[src/rtl/pcie_tx_arbiter_if.sv]
`default_nettype none
// ============================================================================
// Module   : pcie_tx_arbiter_if
// Purpose  : Request/grant bundle between the Tx arbiter and its clients.
// Revision : 1.0 - initial release
// ============================================================================
interface pcie_tx_arbiter_if #(
    parameter int NUM_REQ = 4
);
    logic [NUM_REQ-1:0] user_req_i;
    logic [NUM_REQ-1:0] user_pkt_done_i;
    logic [NUM_REQ-1:0] user_gnt_o;
    logic               intr_req_i;
    logic               intr_gnt_o;
    logic               intr_done_i;
    logic               intr_req_done_o;
    logic               busy_o;
    logic [NUM_REQ-1:0] err_o;
    logic [NUM_REQ-1:0] err_clr_i;

    // Arbiter side
    modport slave (
        input  user_req_i,
        input  user_pkt_done_i,
        output user_gnt_o,
        input  intr_req_i,
        output intr_gnt_o,
        input  intr_done_i,
        output intr_req_done_o,
        output busy_o,
        output err_o,
        input  err_clr_i
    );

    // Requester / Tx engine side
    modport master (
        output user_req_i,
        output user_pkt_done_i,
        input  user_gnt_o,
        output intr_req_i,
        input  intr_gnt_o,
        output intr_done_i,
        input  intr_req_done_o,
        input  busy_o,
        input  err_o,
        output err_clr_i
    );
endinterface
`default_nettype wire

[src/rtl/pcie_tx_arbiter.sv]
`default_nettype none
// ============================================================================
// Module   : pcie_tx_arbiter
// Purpose  : Shares the PCIe Tx engine between four DMA stream requesters and
//            the interrupt path (round-robin users, interrupt priority).
// Revision : 1.0 - initial release
// ============================================================================
module pcie_tx_arbiter #(
    parameter int NUM_REQ    = 4,
    parameter int BURST_PKTS = 4,
    parameter int TIMEOUT    = 4096
) (
    input  wire logic          clk_i,
    input  wire logic          rst_i,
    pcie_tx_arbiter_if.slave   bus
);

    localparam int              c_IDX_W       = $clog2(NUM_REQ);
    localparam bit              c_WD_EN       = (TIMEOUT != 0);
    localparam logic [15:0]     c_WD_LAST     = (TIMEOUT == 0) ? 16'd0 : 16'(TIMEOUT - 1);
    localparam logic [3:0]      c_BURST_LAST  = 4'(BURST_PKTS);

    typedef enum logic [1:0] {
        ST_IDLE    = 2'd0,
        ST_GNT_USR = 2'd1,
        ST_GNT_INT = 2'd2,
        ST_GAP     = 2'd3
    } state_t;

    state_t                 r_state;
    logic [NUM_REQ-1:0]     r_user_gnt;
    logic                   r_intr_gnt;
    logic                   r_intr_req_done;
    logic                   r_busy;
    logic [NUM_REQ-1:0]     r_err;
    logic [c_IDX_W-1:0]     r_rr_ptr;
    logic [c_IDX_W-1:0]     r_gnt_idx;
    logic [3:0]             r_burst_cnt;
    logic [15:0]            r_wd_cnt;

    logic                   w_pick_valid;
    logic [c_IDX_W-1:0]     w_pick_idx;
    logic [c_IDX_W-1:0]     w_scan_idx;
    logic                   w_done_g;
    logic                   w_req_g;
    logic [3:0]             w_burst_next;
    logic                   w_wd_expire;
    logic                   w_usr_release;
    logic [NUM_REQ-1:0]     w_err_set;

    function automatic logic [NUM_REQ-1:0] f_onehot(input logic [c_IDX_W-1:0] idx);
        logic [NUM_REQ-1:0] v;
        v      = '0;
        v[idx] = 1'b1;
        return v;
    endfunction

    // Scan from the highest offset down so the nearest request to rr_ptr wins.
    always_comb begin
        w_pick_valid = 1'b0;
        w_pick_idx   = r_rr_ptr;
        w_scan_idx   = r_rr_ptr;
        for (int k = NUM_REQ - 1; k >= 0; k--) begin
            w_scan_idx = r_rr_ptr + k[c_IDX_W-1:0];
            if (bus.user_req_i[w_scan_idx]) begin
                w_pick_valid = 1'b1;
                w_pick_idx   = w_scan_idx;
            end
        end
    end

    // Release decision for the currently held user grant.
    always_comb begin
        w_done_g     = bus.user_pkt_done_i[r_gnt_idx];
        w_req_g      = bus.user_req_i[r_gnt_idx];
        w_burst_next = r_burst_cnt + 4'd1;
        w_wd_expire  = c_WD_EN && !w_done_g && (r_wd_cnt == c_WD_LAST);
        if (w_done_g) begin
            w_usr_release = (w_burst_next == c_BURST_LAST) || !w_req_g;
        end else begin
            w_usr_release = !w_req_g || w_wd_expire;
        end
        w_err_set = '0;
        if (r_state == ST_GNT_USR && w_wd_expire) begin
            w_err_set = f_onehot(r_gnt_idx);
        end
    end

    always_ff @(posedge clk_i) begin
        if (rst_i) begin
            r_state         <= ST_IDLE;
            r_user_gnt      <= '0;
            r_intr_gnt      <= 1'b0;
            r_intr_req_done <= 1'b0;
            r_busy          <= 1'b0;
            r_err           <= '0;
            r_rr_ptr        <= '0;
            r_gnt_idx       <= '0;
            r_burst_cnt     <= '0;
            r_wd_cnt        <= '0;
        end else begin
            r_intr_req_done <= 1'b0;
            // A timeout set in the same cycle as a clear takes precedence.
            r_err           <= (r_err & ~bus.err_clr_i) | w_err_set;

            case (r_state)
                ST_IDLE: begin
                    if (bus.intr_req_i) begin
                        r_intr_gnt <= 1'b1;
                        r_busy     <= 1'b1;
                        r_state    <= ST_GNT_INT;
                    end else if (w_pick_valid) begin
                        r_user_gnt  <= f_onehot(w_pick_idx);
                        r_gnt_idx   <= w_pick_idx;
                        r_busy      <= 1'b1;
                        r_burst_cnt <= '0;
                        r_wd_cnt    <= '0;
                        r_state     <= ST_GNT_USR;
                    end
                end

                ST_GNT_USR: begin
                    if (w_done_g) begin
                        r_burst_cnt <= w_burst_next;
                        r_wd_cnt    <= '0;
                    end else if (c_WD_EN) begin
                        r_wd_cnt    <= r_wd_cnt + 16'd1;
                    end
                    if (w_usr_release) begin
                        r_user_gnt <= '0;
                        r_busy     <= 1'b0;
                        r_rr_ptr   <= r_gnt_idx + 1'b1;
                        r_state    <= ST_GAP;
                    end
                end

                ST_GNT_INT: begin
                    if (bus.intr_done_i) begin
                        r_intr_req_done <= 1'b1;
                        r_intr_gnt      <= 1'b0;
                        r_busy          <= 1'b0;
                        r_state         <= ST_GAP;
                    end else if (!bus.intr_req_i) begin
                        r_intr_gnt      <= 1'b0;
                        r_busy          <= 1'b0;
                        r_state         <= ST_GAP;
                    end
                end

                ST_GAP: begin
                    r_state <= ST_IDLE;
                end

                default: begin
                    r_state <= ST_IDLE;
                end
            endcase
        end
    end

    assign bus.user_gnt_o      = r_user_gnt;
    assign bus.intr_gnt_o      = r_intr_gnt;
    assign bus.intr_req_done_o = r_intr_req_done;
    assign bus.busy_o          = r_busy;
    assign bus.err_o           = r_err;

endmodule
`default_nettype wire

[src/flat_wrapper.sv]
// flat-port wrapper written by rule: the top's interface ports become plain ports
module pcie_tx_arbiter_flat 
#(
    parameter int NUM_REQ    = 4,
    parameter int BURST_PKTS = 4,
    parameter int TIMEOUT    = 4096
)
  (clk_i, rst_i, bus_user_req_i, bus_user_pkt_done_i, bus_user_gnt_o, bus_intr_req_i, bus_intr_gnt_o, bus_intr_done_i, bus_intr_req_done_o, bus_busy_o, bus_err_o, bus_err_clr_i);
  pcie_tx_arbiter_if #(.NUM_REQ(NUM_REQ)) bus_i ();
  input  wire logic clk_i;
  input  wire logic rst_i;
  input wire logic [$bits(bus_i.user_req_i)-1:0] bus_user_req_i;
  input wire logic [$bits(bus_i.user_pkt_done_i)-1:0] bus_user_pkt_done_i;
  output wire logic [$bits(bus_i.user_gnt_o)-1:0] bus_user_gnt_o;
  input wire logic [$bits(bus_i.intr_req_i)-1:0] bus_intr_req_i;
  output wire logic [$bits(bus_i.intr_gnt_o)-1:0] bus_intr_gnt_o;
  input wire logic [$bits(bus_i.intr_done_i)-1:0] bus_intr_done_i;
  output wire logic [$bits(bus_i.intr_req_done_o)-1:0] bus_intr_req_done_o;
  output wire logic [$bits(bus_i.busy_o)-1:0] bus_busy_o;
  output wire logic [$bits(bus_i.err_o)-1:0] bus_err_o;
  input wire logic [$bits(bus_i.err_clr_i)-1:0] bus_err_clr_i;
  assign bus_i.user_req_i = bus_user_req_i;
  assign bus_i.user_pkt_done_i = bus_user_pkt_done_i;
  assign bus_user_gnt_o = bus_i.user_gnt_o;
  assign bus_i.intr_req_i = bus_intr_req_i;
  assign bus_intr_gnt_o = bus_i.intr_gnt_o;
  assign bus_i.intr_done_i = bus_intr_done_i;
  assign bus_intr_req_done_o = bus_i.intr_req_done_o;
  assign bus_busy_o = bus_i.busy_o;
  assign bus_err_o = bus_i.err_o;
  assign bus_i.err_clr_i = bus_err_clr_i;
  pcie_tx_arbiter #(.NUM_REQ(NUM_REQ), .BURST_PKTS(BURST_PKTS), .TIMEOUT(TIMEOUT)) u_core (.clk_i(clk_i), .rst_i(rst_i), .bus(bus_i));
endmodule
[config.mk]
export PLATFORM = sky130hd
export DESIGN_NAME = pcie_tx_arbiter_flat
export DESIGN_NICKNAME = d
export VERILOG_FILES = /design/src/rtl/pcie_tx_arbiter_if.sv /design/src/rtl/pcie_tx_arbiter.sv /design/src/flat_wrapper.sv
export SDC_FILE = /design/constraint.sdc
export NUM_CORES = 1
export LEC_CHECK = 0
export BUFFER_PORTS_ARGS = -buffer_cell sky130_fd_sc_hd__buf_2
export CELL_PAD_IN_SITES_DETAIL_PLACEMENT = 1
export CELL_PAD_IN_SITES_GLOBAL_PLACEMENT = 2
export CORE_MARGIN = 8
export CORE_UTILIZATION = 30
export DETAILED_ROUTE_END_ITERATION = 12
export PLACE_DENSITY_LB_ADDON = 0.1
export SKIP_CTS_REPAIR_TIMING = 1
export SLEW_MARGIN = 30
export SYNTH_ARGS = -nofsm -noshare
export SYNTH_HDL_FRONTEND = slang
export SYNTH_SLANG_ARGS = --single-unit
[constraint.sdc]
create_clock -name clk_i -period 2.7 [get_ports clk_i]
set_input_delay 0.135 -clock clk_i [delete_from_list [all_inputs] [get_ports clk_i]]
set_output_delay 0.135 -clock clk_i [all_outputs]
set_load 0.01 [all_outputs]
==> key figures, run 1 <==
Run status
  • Status: finished clean

GRT
  • Tot GR Track Use: between 10% and 20%
  • Largest net degree at the start of global routing: 22
  • Vias in the first global route: 1,845
  • Initial antenna violation count: 0
  • First-pass GRT wire length: 8.618 mm
  • Overflow after GRT: 0

Synth
  • Async SR Flop Fraction: 0%
  • Syn_nets: 253
  • Cell Area, Synth: 0.001941 mm^2
  • Main synth FF type: dfxtp_1
  • Register bit total from synthesis: 37
  • Share of the synthesized area in the top cell type: 38.17%
  • Post-Synthesis Cells: 228
  • Synthesis Warnings: 0
  • Register area share after synthesis: 38.17%
  • Cell taking the most area after synthesis: dfxtp_1
  • Main combinational cell family by area after synthesis: simple AND/OR/NAND/NOR gates
  • Post-synthesis compound-gate area fraction: 16.57%
  • Syn_area_per_cell: 8.511 um^2
  • EDFF count, synth: 0
  • Netlist cell types: 46
  • Mux share of post-synthesis cell area: 3.095%
  • XOR/XNOR share of the synthesized area: roughly 6.3%
  • Synth Area in Simple Gates: 26.18%
  • Top post-synthesis cells by area: dfxtp_1 (38%), nor2_1 (6.2%), ha_1 (5.8%), xnor2_1 (5.4%), a21oi_1 (4.4%)
  • Adder-Cell Fraction of Synth Area: 5.803%

Setup path
  • Crit-path max cell delay: 0.52 ns
  • WS Path Type: flip-flop to flip-flop
  • Startpoint class of the critical path: flip-flop
  • CP endpoint kind: flip-flop
  • Cell Chain, Critical Path: inv_1 > ha_1 > nand2b_1 > a2bb2oi_2 > or3_1 > or4_4 > a21oi_2
  • Reg2reg end: u_core.r_wd_cnt[15]$_SDFFE_PP0P_
  • CP Data Arrival Time: 2.42 ns
  • CP max-delay cell: or4_4
  • Critical path peak fanout: 7
  • FF-to-FF setup slack: 0.50 ns
  • R2R Path Start: u_core.r_state[0]$_SDFFE_PP0P_
  • Worst R2R Path Depth: 7
  • Req. time, crit path: 2.92 ns

Clock tree
  • CTS clk-pin slew, worst paths: 0.08 ns
  • CTS Sinks: 37
  • Clock root buffer: clkbuf_8
  • CTS max path bufs: 2
  • Insertion delay to the later sink of the worst-skew pair: 0.29 ns
  • CTS tree: done
  • CTS buffer count: 5
  • H-tree depth: 2

Route
  • Highest routed layer: met4
  • DRT met1 WL: 2.380 mm
  • WL met3: 135 um
  • WL per Instance: 14.82 um
  • 1st-iter DRT viols: 20
  • Via count: 1,729
  • DRC: 0
  • DR pass1 iterations: 4
  • Routed wire length: 5.025 mm
  • ANT nets after route: 0
  • WL met2: 2.484 mm
  • Vias per cell: about 5.1

Min path
  • Hold Startpoint: bus_intr_done_i
  • HP Class: input pin to flip-flop
  • Hold worst-path end: u_core.bus.intr_req_done_o$_SDFF_PP0_
  • Hold path cells: 3

Power
  • Total power: 0.001723 W
  • Worst vdd ir: 0.3157 mV
  • Pleak: 0.8546 nW
  • Cell area power density: 753.5 mW/mm^2

Final layout
  • Most common cell after layout, fill and taps aside: dfxtp_1
  • Final Cell Area: roughly 0.0023 mm^2
  • Layout Cells excl Fill: 339
  • FILL cells: 801
  • Area Growth Syn to Fin: 17.86%
  • Ant diodes: 0
  • NumNets Final: 286
  • Storage cell area: 740.7 um^2
  • Multi-input logic area: ~0.0011 mm^2
  • Share of layout cells above drive strength 1: 18.32%
  • Most frequent cells in the layout: dfxtp_1 (37), nor2_1 (32), buf_2 (26)

Floorplanning
  • Initial Utilization: 30.74%
  • Die area: just over 0.009 mm^2
  • Core area: 0.006314 mm^2
  • # IOs: 27
  • Die Wd: 96.43 um
  • Die Span Y: 96.43 um
  • Rows: 29

STA
  • Final Critical Period: between 2 and 2.5 ns
  • Fin. Hold Viols: 0
  • Final TNS setup: 0 ns
  • Finish-stage setup viols: 0
  • Slew Viols, Final: 0
  • Worst Max-Slew Pin Slew: 0.5498 ns
  • Hold WS: between 0.1 and 0.15 ns
  • Final period utilization: 81.42%
  • Fmax: 454.9 MHz
  • Relative slew margins: 63.01%
  • Clk_skew: between 0.008 and 0.009 ns
  • RSZ-0062 raised after global routing: no

Placed design
  • Placed cell area: 0.002186 mm^2
  • Gp weighted congestion: approximately 0.75
  • Post-DP HPWL: between 3 and 4 mm
  • Inst Count DP: 331
  • Port Buffers: 26

Job
  • MaxCap Viol Count: 0
cells by family after synthesis:
family,count (synthesis)
xor+xnor,14
flops,37
fa+ha+maj,9
buf+inv,19
mux,3
compound gates,48
simple gates,98
registers in the layout (all words and copies together), names as in the netlist:
register,flops
u_core.r_state,2
u_core.bus.intr_gnt_o,1
u_core.bus.busy_o,1
u_core.r_burst_cnt,4
u_core.r_rr_ptr,2
u_core.bus.intr_req_done_o,1
u_core.r_gnt_idx,2
u_core.bus.user_gnt_o,4
u_core.r_wd_cnt,16
u_core.bus.err_o,4
per-stage QoR:
stage	setup slack (ns)	utilization, %
finish	0.5017	36.23
global route	0.3737	36.23
CTS	0.4935	36.23
detailed placement	0.5293	34.62
global placement	0.5854	34.62
floorplan	0.6932	-
layout make-up:
class | instances | area share [%]
inverters | 13 | 2.133
repair buffers | 32 | 7.659
well taps | 77 | 4.212
clock inverters | 1 | 0.2188
clock buffers | 7 | 4.212
flip-flops and latches | 37 | 32.39
multi-input cells | 172 | 49.18
synth_stat cells, drive strengths merged (2+ instances only):
cell and count:
mux4 2, ha 9, or4 2, a21oi 19, o21ai 9, nor2b 6
clkbuf 3, nand2b 3, a32o 2, nand2 16, nor2 32, and3 2
inv 13, a21boi 2, nand3 8, nor4 13, buf 3, a211o 2
xor2 2, and4 2, dfxtp 37, o22ai 3, xnor2 12, o2bb2ai 2
nor3 5, o31ai 2, nand4 5
power breakdown:
| group | switching (W) | internal (W) |
|---|---|---|
| registers | 0.0000409 | 0.000602 |
| clock network | 0.000203 | 0.000231 |
| logic | 0.000401 | 0.000245 |
worst max path at each step:
stage	endpoint	cells after the start	from	slack [ns]
finish	u_core.r_wd_cnt[15]$_SDFFE_PP0P_	7	u_core.r_state[0]$_SDFFE_PP0P_	0.50
global route	u_core.r_wd_cnt[15]$_SDFFE_PP0P_	7	u_core.r_state[0]$_SDFFE_PP0P_	0.37
CTS	u_core.r_wd_cnt[15]$_SDFFE_PP0P_	7	u_core.r_state[0]$_SDFFE_PP0P_	0.49
detailed placement	u_core.r_wd_cnt[15]$_SDFFE_PP0P_	7	u_core.r_state[0]$_SDFFE_PP0P_	0.53
global placement	u_core.r_wd_cnt[15]$_SDFFE_PP0P_	7	u_core.r_state[0]$_SDFFE_PP0P_	0.59
floorplan	u_core.r_wd_cnt[15]$_SDFFE_PP0P_	7	u_core.r_state[0]$_SDFFE_PP0P_	0.69
critical path: cells and delay by family (launching register included):
family / cells / cell delay (ns)
buffers and inverters: 1 / 0.09
adders and majority gates: 1 / 0.25
DFF: 1 / 0.32
and+or+nand+nor: 3 / 1.11
AOI/OAI and AO/OA: 2 / 0.34
metal layers:
metal	up-vias	track usage [%]
li1	877	-
met1	832	13.44
met2	18	20.89
met3	2	3.246
met4	0	3.405
met5	-	0
(Power assumes the default switching activity.)
==> inputs of run 2 (changes only) <==
clock period = 2.1 ns   (was 2.7 ns; I/O delays follow)
==> key figures, run 2 (synthesis results as in run 1) <==
Run status
  • Status: finished clean

Power
  • Sw frac: 37.25%
  • Seq pwr share: 37.0%
  • Pleak: 0.8806 nW
  • Pint: 0.001405 W
  • Cell area power density: between 900 and 1000 mW/mm^2
  • Total power: between 0.002 and 0.0025 W
  • Clock power share: 22.8%
  • Switching power: approximately 0.00083 W
  • Worst vdd ir: 0.3928 mV
  • Comb pwr share: 40.2%

STA
  • RSZ-0062 raised after global routing: no
  • Final Critical Period: between 1.5 and 2 ns
  • Fmax: 511.2 MHz
  • Final TNS setup: 0 ns
  • Final period utilization: 93.15%
  • Relative slew margins: 64.08%
  • Finish-stage setup viols: 0
  • Fin. Hold Viols: 0
  • Hold WS: 0.06718 ns
  • Clk_skew: between 0.003 and 0.004 ns
  • Worst Max-Slew Pin Slew: 0.5339 ns
  • Slew Viols, Final: 0

Floorplanning
  • # IOs: 27
  • Initial Utilization: 30.74%
  • Die Wd: 96.43 um
  • Die area: 0.009299 mm^2
  • Die Span Y: 96.43 um
  • Core area: approximately 0.0063 mm^2
  • Rows: 29

Route
  • WL per Instance: 14.63 um
  • Via count: 1,720
  • DR pass1 iterations: 4
  • DRC: 0
  • Routed wire length: between 5 and 6 mm
  • 1st-iter DRT viols: 34
  • ANT nets after route: 0
  • Vias per cell: 5.000

Min path
  • Hold worst-path end: u_core.bus.intr_req_done_o$_SDFF_PP0_
  • HP Class: input pin to flip-flop
  • Hold path cells: 3
  • Hold Startpoint: bus_intr_done_i

Final layout
  • Biggest register: u_core.r_wd_cnt
  • NumNets Final: 292
  • Layout Cells excl Fill: 344
  • Share of layout cells above drive strength 1: around 20%
  • Final Core Density: 36.90%
  • Number of flip-flops in the largest register: 16
  • Area Growth Syn to Fin: 20.05%
  • Ant diodes: 0
  • Most common cell after layout, fill and taps aside: dfxtp_1
  • Most frequent cells in the layout: dfxtp_1 (37), nor2_1 (32), buf_2 (26)

Clock tree
  • Insertion delay to the later sink of the worst-skew pair: 0.28 ns
  • CTS max path bufs: 2
  • CTS Sinks: 37
  • H-tree depth: 2
  • Clock root buffer: clkbuf_8
  • CTS buffer count: 5
  • CTS tree: done
  • CTS clk-pin slew, worst paths: 0.07 ns

Setup path
  • Worst R2R Path Depth: 5
  • CP endpoint kind: flip-flop
  • Critical path peak fanout: 9
  • WP buf/inv: 0
  • Reg2reg end: u_core.bus.user_gnt_o[2]$_SDFFE_PP0P_
  • R2R Path Start: u_core.r_gnt_idx[0]$_SDFFE_PP0P_
  • Crit-path max cell delay: around 0.6 ns
  • CP max-delay cell: mux4_2
  • Req. time, crit path: 2.33 ns
  • Startpoint class of the critical path: flip-flop
  • CP top delay family: compound AO/OA/AOI/OAI gates
  • CP Data Arrival Time: 2.19 ns
  • FF-to-FF setup slack: around 0.14 ns
  • Cell Chain, Critical Path: mux4_2 > a21boi_1 > o211ai_2 > a21oi_2 > a32o_1
  • WS Path Type: flip-flop to flip-flop

Placed design
  • Post-DP HPWL: 3.812 mm
  • Gp weighted congestion: 0.7333
  • Inst Count DP: 337
  • Port Buffers: 26

GRT
  • Tot GR Track Use: 12.06%
  • Overflow after GRT: 0
  • Largest net degree at the start of global routing: 22
  • Initial antenna violation count: 0
  • Vias in the first global route: 1,840
  • First-pass GRT wire length: slightly below 9 mm

Job
  • MaxCap Viol Count: 0
-- run 2: per-layer routing --
metal / vias to the layer above / wire [um] / share of wire (%) / track usage, %
met3: 4 / 117 / 2.3 / 3.400
met1: 809 / 2488 / 49 / 14.38
li1: 891 / - / - / -
met4: 0 / 62 / 1.2 / 4.161
met5: - / 0 / 0 / 0
met2: 16 / 2366 / 47 / 20.32
-- run 2: cell type report --
class	instances	area, um^2
clock buffers	7	86.33
fillers	785	3984
inverters	13	48.80
multi-input cells	172	1125
flip-flops and latches	37	740.7
well taps	77	96.34
repair buffers	38	232.7
-- run 2: how the worst max path moves through the flow --
stage,from,endpoint,slack (ns),cells after the start
after floorplan,u_core.r_state[0]$_SDFFE_PP0P_,u_core.r_wd_cnt[15]$_SDFFE_PP0P_,0.09,7
after global placement,u_core.r_gnt_idx[0]$_SDFFE_PP0P_,u_core.bus.user_gnt_o[2]$_SDFFE_PP0P_,0.22,5
after detailed placement,u_core.r_gnt_idx[0]$_SDFFE_PP0P_,u_core.bus.user_gnt_o[3]$_SDFFE_PP0P_,0.16,5
after CTS,u_core.r_gnt_idx[0]$_SDFFE_PP0P_,u_core.bus.user_gnt_o[2]$_SDFFE_PP0P_,0.14,5
after global routing,u_core.r_gnt_idx[0]$_SDFFE_PP0P_,u_core.bus.user_gnt_o[1]$_SDFFE_PP0P_,0.009,5
final,u_core.r_gnt_idx[0]$_SDFFE_PP0P_,u_core.bus.user_gnt_o[2]$_SDFFE_PP0P_,0.14,5
-- run 2: worst reg2reg max path: stages (launching register included) --
cell	delay (ns)
dfxtp_1	0.35
mux4_2	0.61
a21boi_1	0.28
o211ai_2	0.24
a21oi_2	0.28
a32o_1	0.15
-- run 2: metrics by stage --
stage | worst slack (ns) | area, um^2
after floorplan | 0.09325 | 1941
after global placement | 0.2233 | 2243
after detailed placement | 0.1575 | 2243
after CTS | 0.1421 | 2330
after global routing | 0.009306 | 2330
final | 0.1438 | 2330
-- run 2: power groups by stage --
stage	combinational, W	clock (W)	sequential, W
detailed placement	0.000913	0	0.000844
global placement	0.000920	0	0.000842
global route	0.00102	0.000559	0.000839
floorplan	0.000558	0	0.000847
CTS	0.000918	0.000530	0.000829
finish	0.000900	0.000511	0.000828
==> inputs of run 3 (changes only) <==
RECOVER_POWER = 50   (was not set)
==> key figures, run 3 (synthesis results as in run 1) <==
Min path
  • HP Class: input pin to flip-flop

STA
  • Final period utilization: 93.12%
  • Clk_skew: 0.004994 ns
  • Final TNS setup: 0 ns
  • Fin. Hold Viols: 0
  • Fmax: just over 500 MHz
  • Final Critical Period: 1.956 ns
  • Finish-stage setup viols: 0
  • Slew Viols, Final: 0
  • Relative slew margins: 64.49%
  • Worst Max-Slew Pin Slew: 0.5277 ns
  • RSZ-0062 raised after global routing: no

Floorplanning
  • Initial Utilization: 30.74%
  • # IOs: 27
  • Die Wd: 96.43 um
  • Rows: 29
  • Die Span Y: 96.43 um
  • Core area: 0.006314 mm^2
  • Die area: 0.009299 mm^2

GRT
  • Tot GR Track Use: approximately 12%
  • First-pass GRT wire length: slightly below 9 mm
  • Largest net degree at the start of global routing: 22
  • Overflow after GRT: 0
  • Initial antenna violation count: 0
  • Vias in the first global route: 1,840

Clock tree
  • CTS tree: done
  • Insertion delay to the later sink of the worst-skew pair: slightly below 0.3 ns
  • Clock root buffer: clkbuf_8
  • H-tree depth: 2
  • CTS clk-pin slew, worst paths: ~0.08 ns
  • CTS max path bufs: 2
  • CTS buffer count: 5
  • CTS Sinks: 37

Setup path
  • CP endpoint kind: flip-flop
  • Req. time, crit path: 2.33 ns
  • WS Path Type: flip-flop to flip-flop
  • Critical path peak fanout: 9
  • CP Data Arrival Time: 2.19 ns
  • Startpoint class of the critical path: flip-flop

Route
  • Highest routed layer: met4
  • WL met3: about 130 um
  • DR pass1 iterations: 4
  • WL met2: 2.362 mm
  • WL per Instance: about 15 um
  • Via count: 1,730
  • 1st-iter DRT viols: 41
  • DRT met1 WL: 2.471 mm
  • DRC: 0
  • Routed wire length: 5.034 mm
  • ANT nets after route: 0
  • Vias per cell: 5.029

Power
  • Pleak: 0.8253 nW
  • Cell area power density: 961.5 mW/mm^2
  • Worst vdd ir: ~0.37 mV

Final layout
  • Multi-input logic area: around 0.0011 mm^2
  • NumNets Final: 292
  • Most frequent cells in the layout: dfxtp_1 (37), nor2_1 (32), a21oi_1 (17)
  • Share of layout cells above drive strength 1: approximately 14%
  • Layout Cells excl Fill: 344
  • Ant diodes: 0
  • FILL cells: 792
  • Number of flip-flops in the largest register: 16
  • Storage cell area: 740.7 um^2
  • Most common cell after layout, fill and taps aside: dfxtp_1
  • Area Growth Syn to Fin: 18.50%
  • Biggest register: u_core.r_wd_cnt

Job
  • MaxCap Viol Count: 0

Placed design
  • Gp weighted congestion: 0.7333
  • Port Buffers: 26
  • Inst Count DP: between 300 and 400
  • Post-DP HPWL: 3.812 mm

Run status
  • Status: finished clean
run 3: cell types whose count changed in the layout (fill, tap and decap cells not counted):
cell,previous run,this run
clkbuf_1,1,14
buf_2,26,15
buf_4,11,8
a2bb2oi_1,0,1
a2bb2oi_2,1,0
clkbuf_2,0,1
run 3: routing by layer:
layer	vias to the layer above	GRT usage, %
met3	5	3.400
met4	0	4.161
met1	817	14.38
li1	889	-
met5	-	0
met2	19	20.32
run 3: worst paths after layout:
kind | start | endpoint | slack, ns | depth (start not counted)
max | u_core.r_gnt_idx[0]$_SDFFE_PP0P_ | u_core.bus.user_gnt_o[2]$_SDFFE_PP0P_ | 0.14 | 5
min | bus_intr_done_i | u_core.bus.intr_req_done_o$_SDFF_PP0_ | 0.06 | 3
max reg2reg | u_core.r_gnt_idx[0]$_SDFFE_PP0P_ | u_core.bus.user_gnt_o[2]$_SDFFE_PP0P_ | 0.14 | 5
min reg2reg | u_core.bus.user_gnt_o[2]$_SDFFE_PP0P_ | u_core.bus.user_gnt_o[2]$_SDFFE_PP0P_ | 0.47 | 1
run 3: area by class of cell:
cell class                      count  share of cell area [%]
Multi-Input combinational cell    172                   48.64
Timing Repair Buffer               38                   9.086
Sequential cell                    37                   32.21
Tap cell                           77                   4.189
Inverter                           13                   2.122
Clock buffer                        7                   3.754
run 3: report_power, final:
| group | total, W | internal, W | switching [W] | leakage, nW |
|---|---|---|---|---|
| logic | 0.000869 | 0.000344 | 0.000525 | 0.481 |
| registers | 0.000829 | 0.000774 | 0.0000544 | 0.300 |
| clock network | 0.000514 | 0.000261 | 0.000253 | 0.0443 |
run 3: worst max-delay path: stages (launching register included):
cell and delay, ns:
dfxtp_1 0.35, mux4_2 0.61, a21boi_1 0.28, o211ai_2 0.24
a21oi_2 0.28, a32o_1 0.15
run 3: stage by stage:
step                util (%)  power (W)  hold slack [ns]  setup slack (ns)  cell area, um^2
finish                 36.42   0.002211          0.06290            0.1444             2300
global route           36.42   0.002386          0.08414          0.009306             2300
CTS                    36.90   0.002278          0.06112            0.1421             2330
detailed placement     35.53   0.001757           0.3712            0.1575             2243
global placement       35.53   0.001762           0.3720            0.2233             2243
floorplan                  -   0.001406           0.2277           0.09325             1941
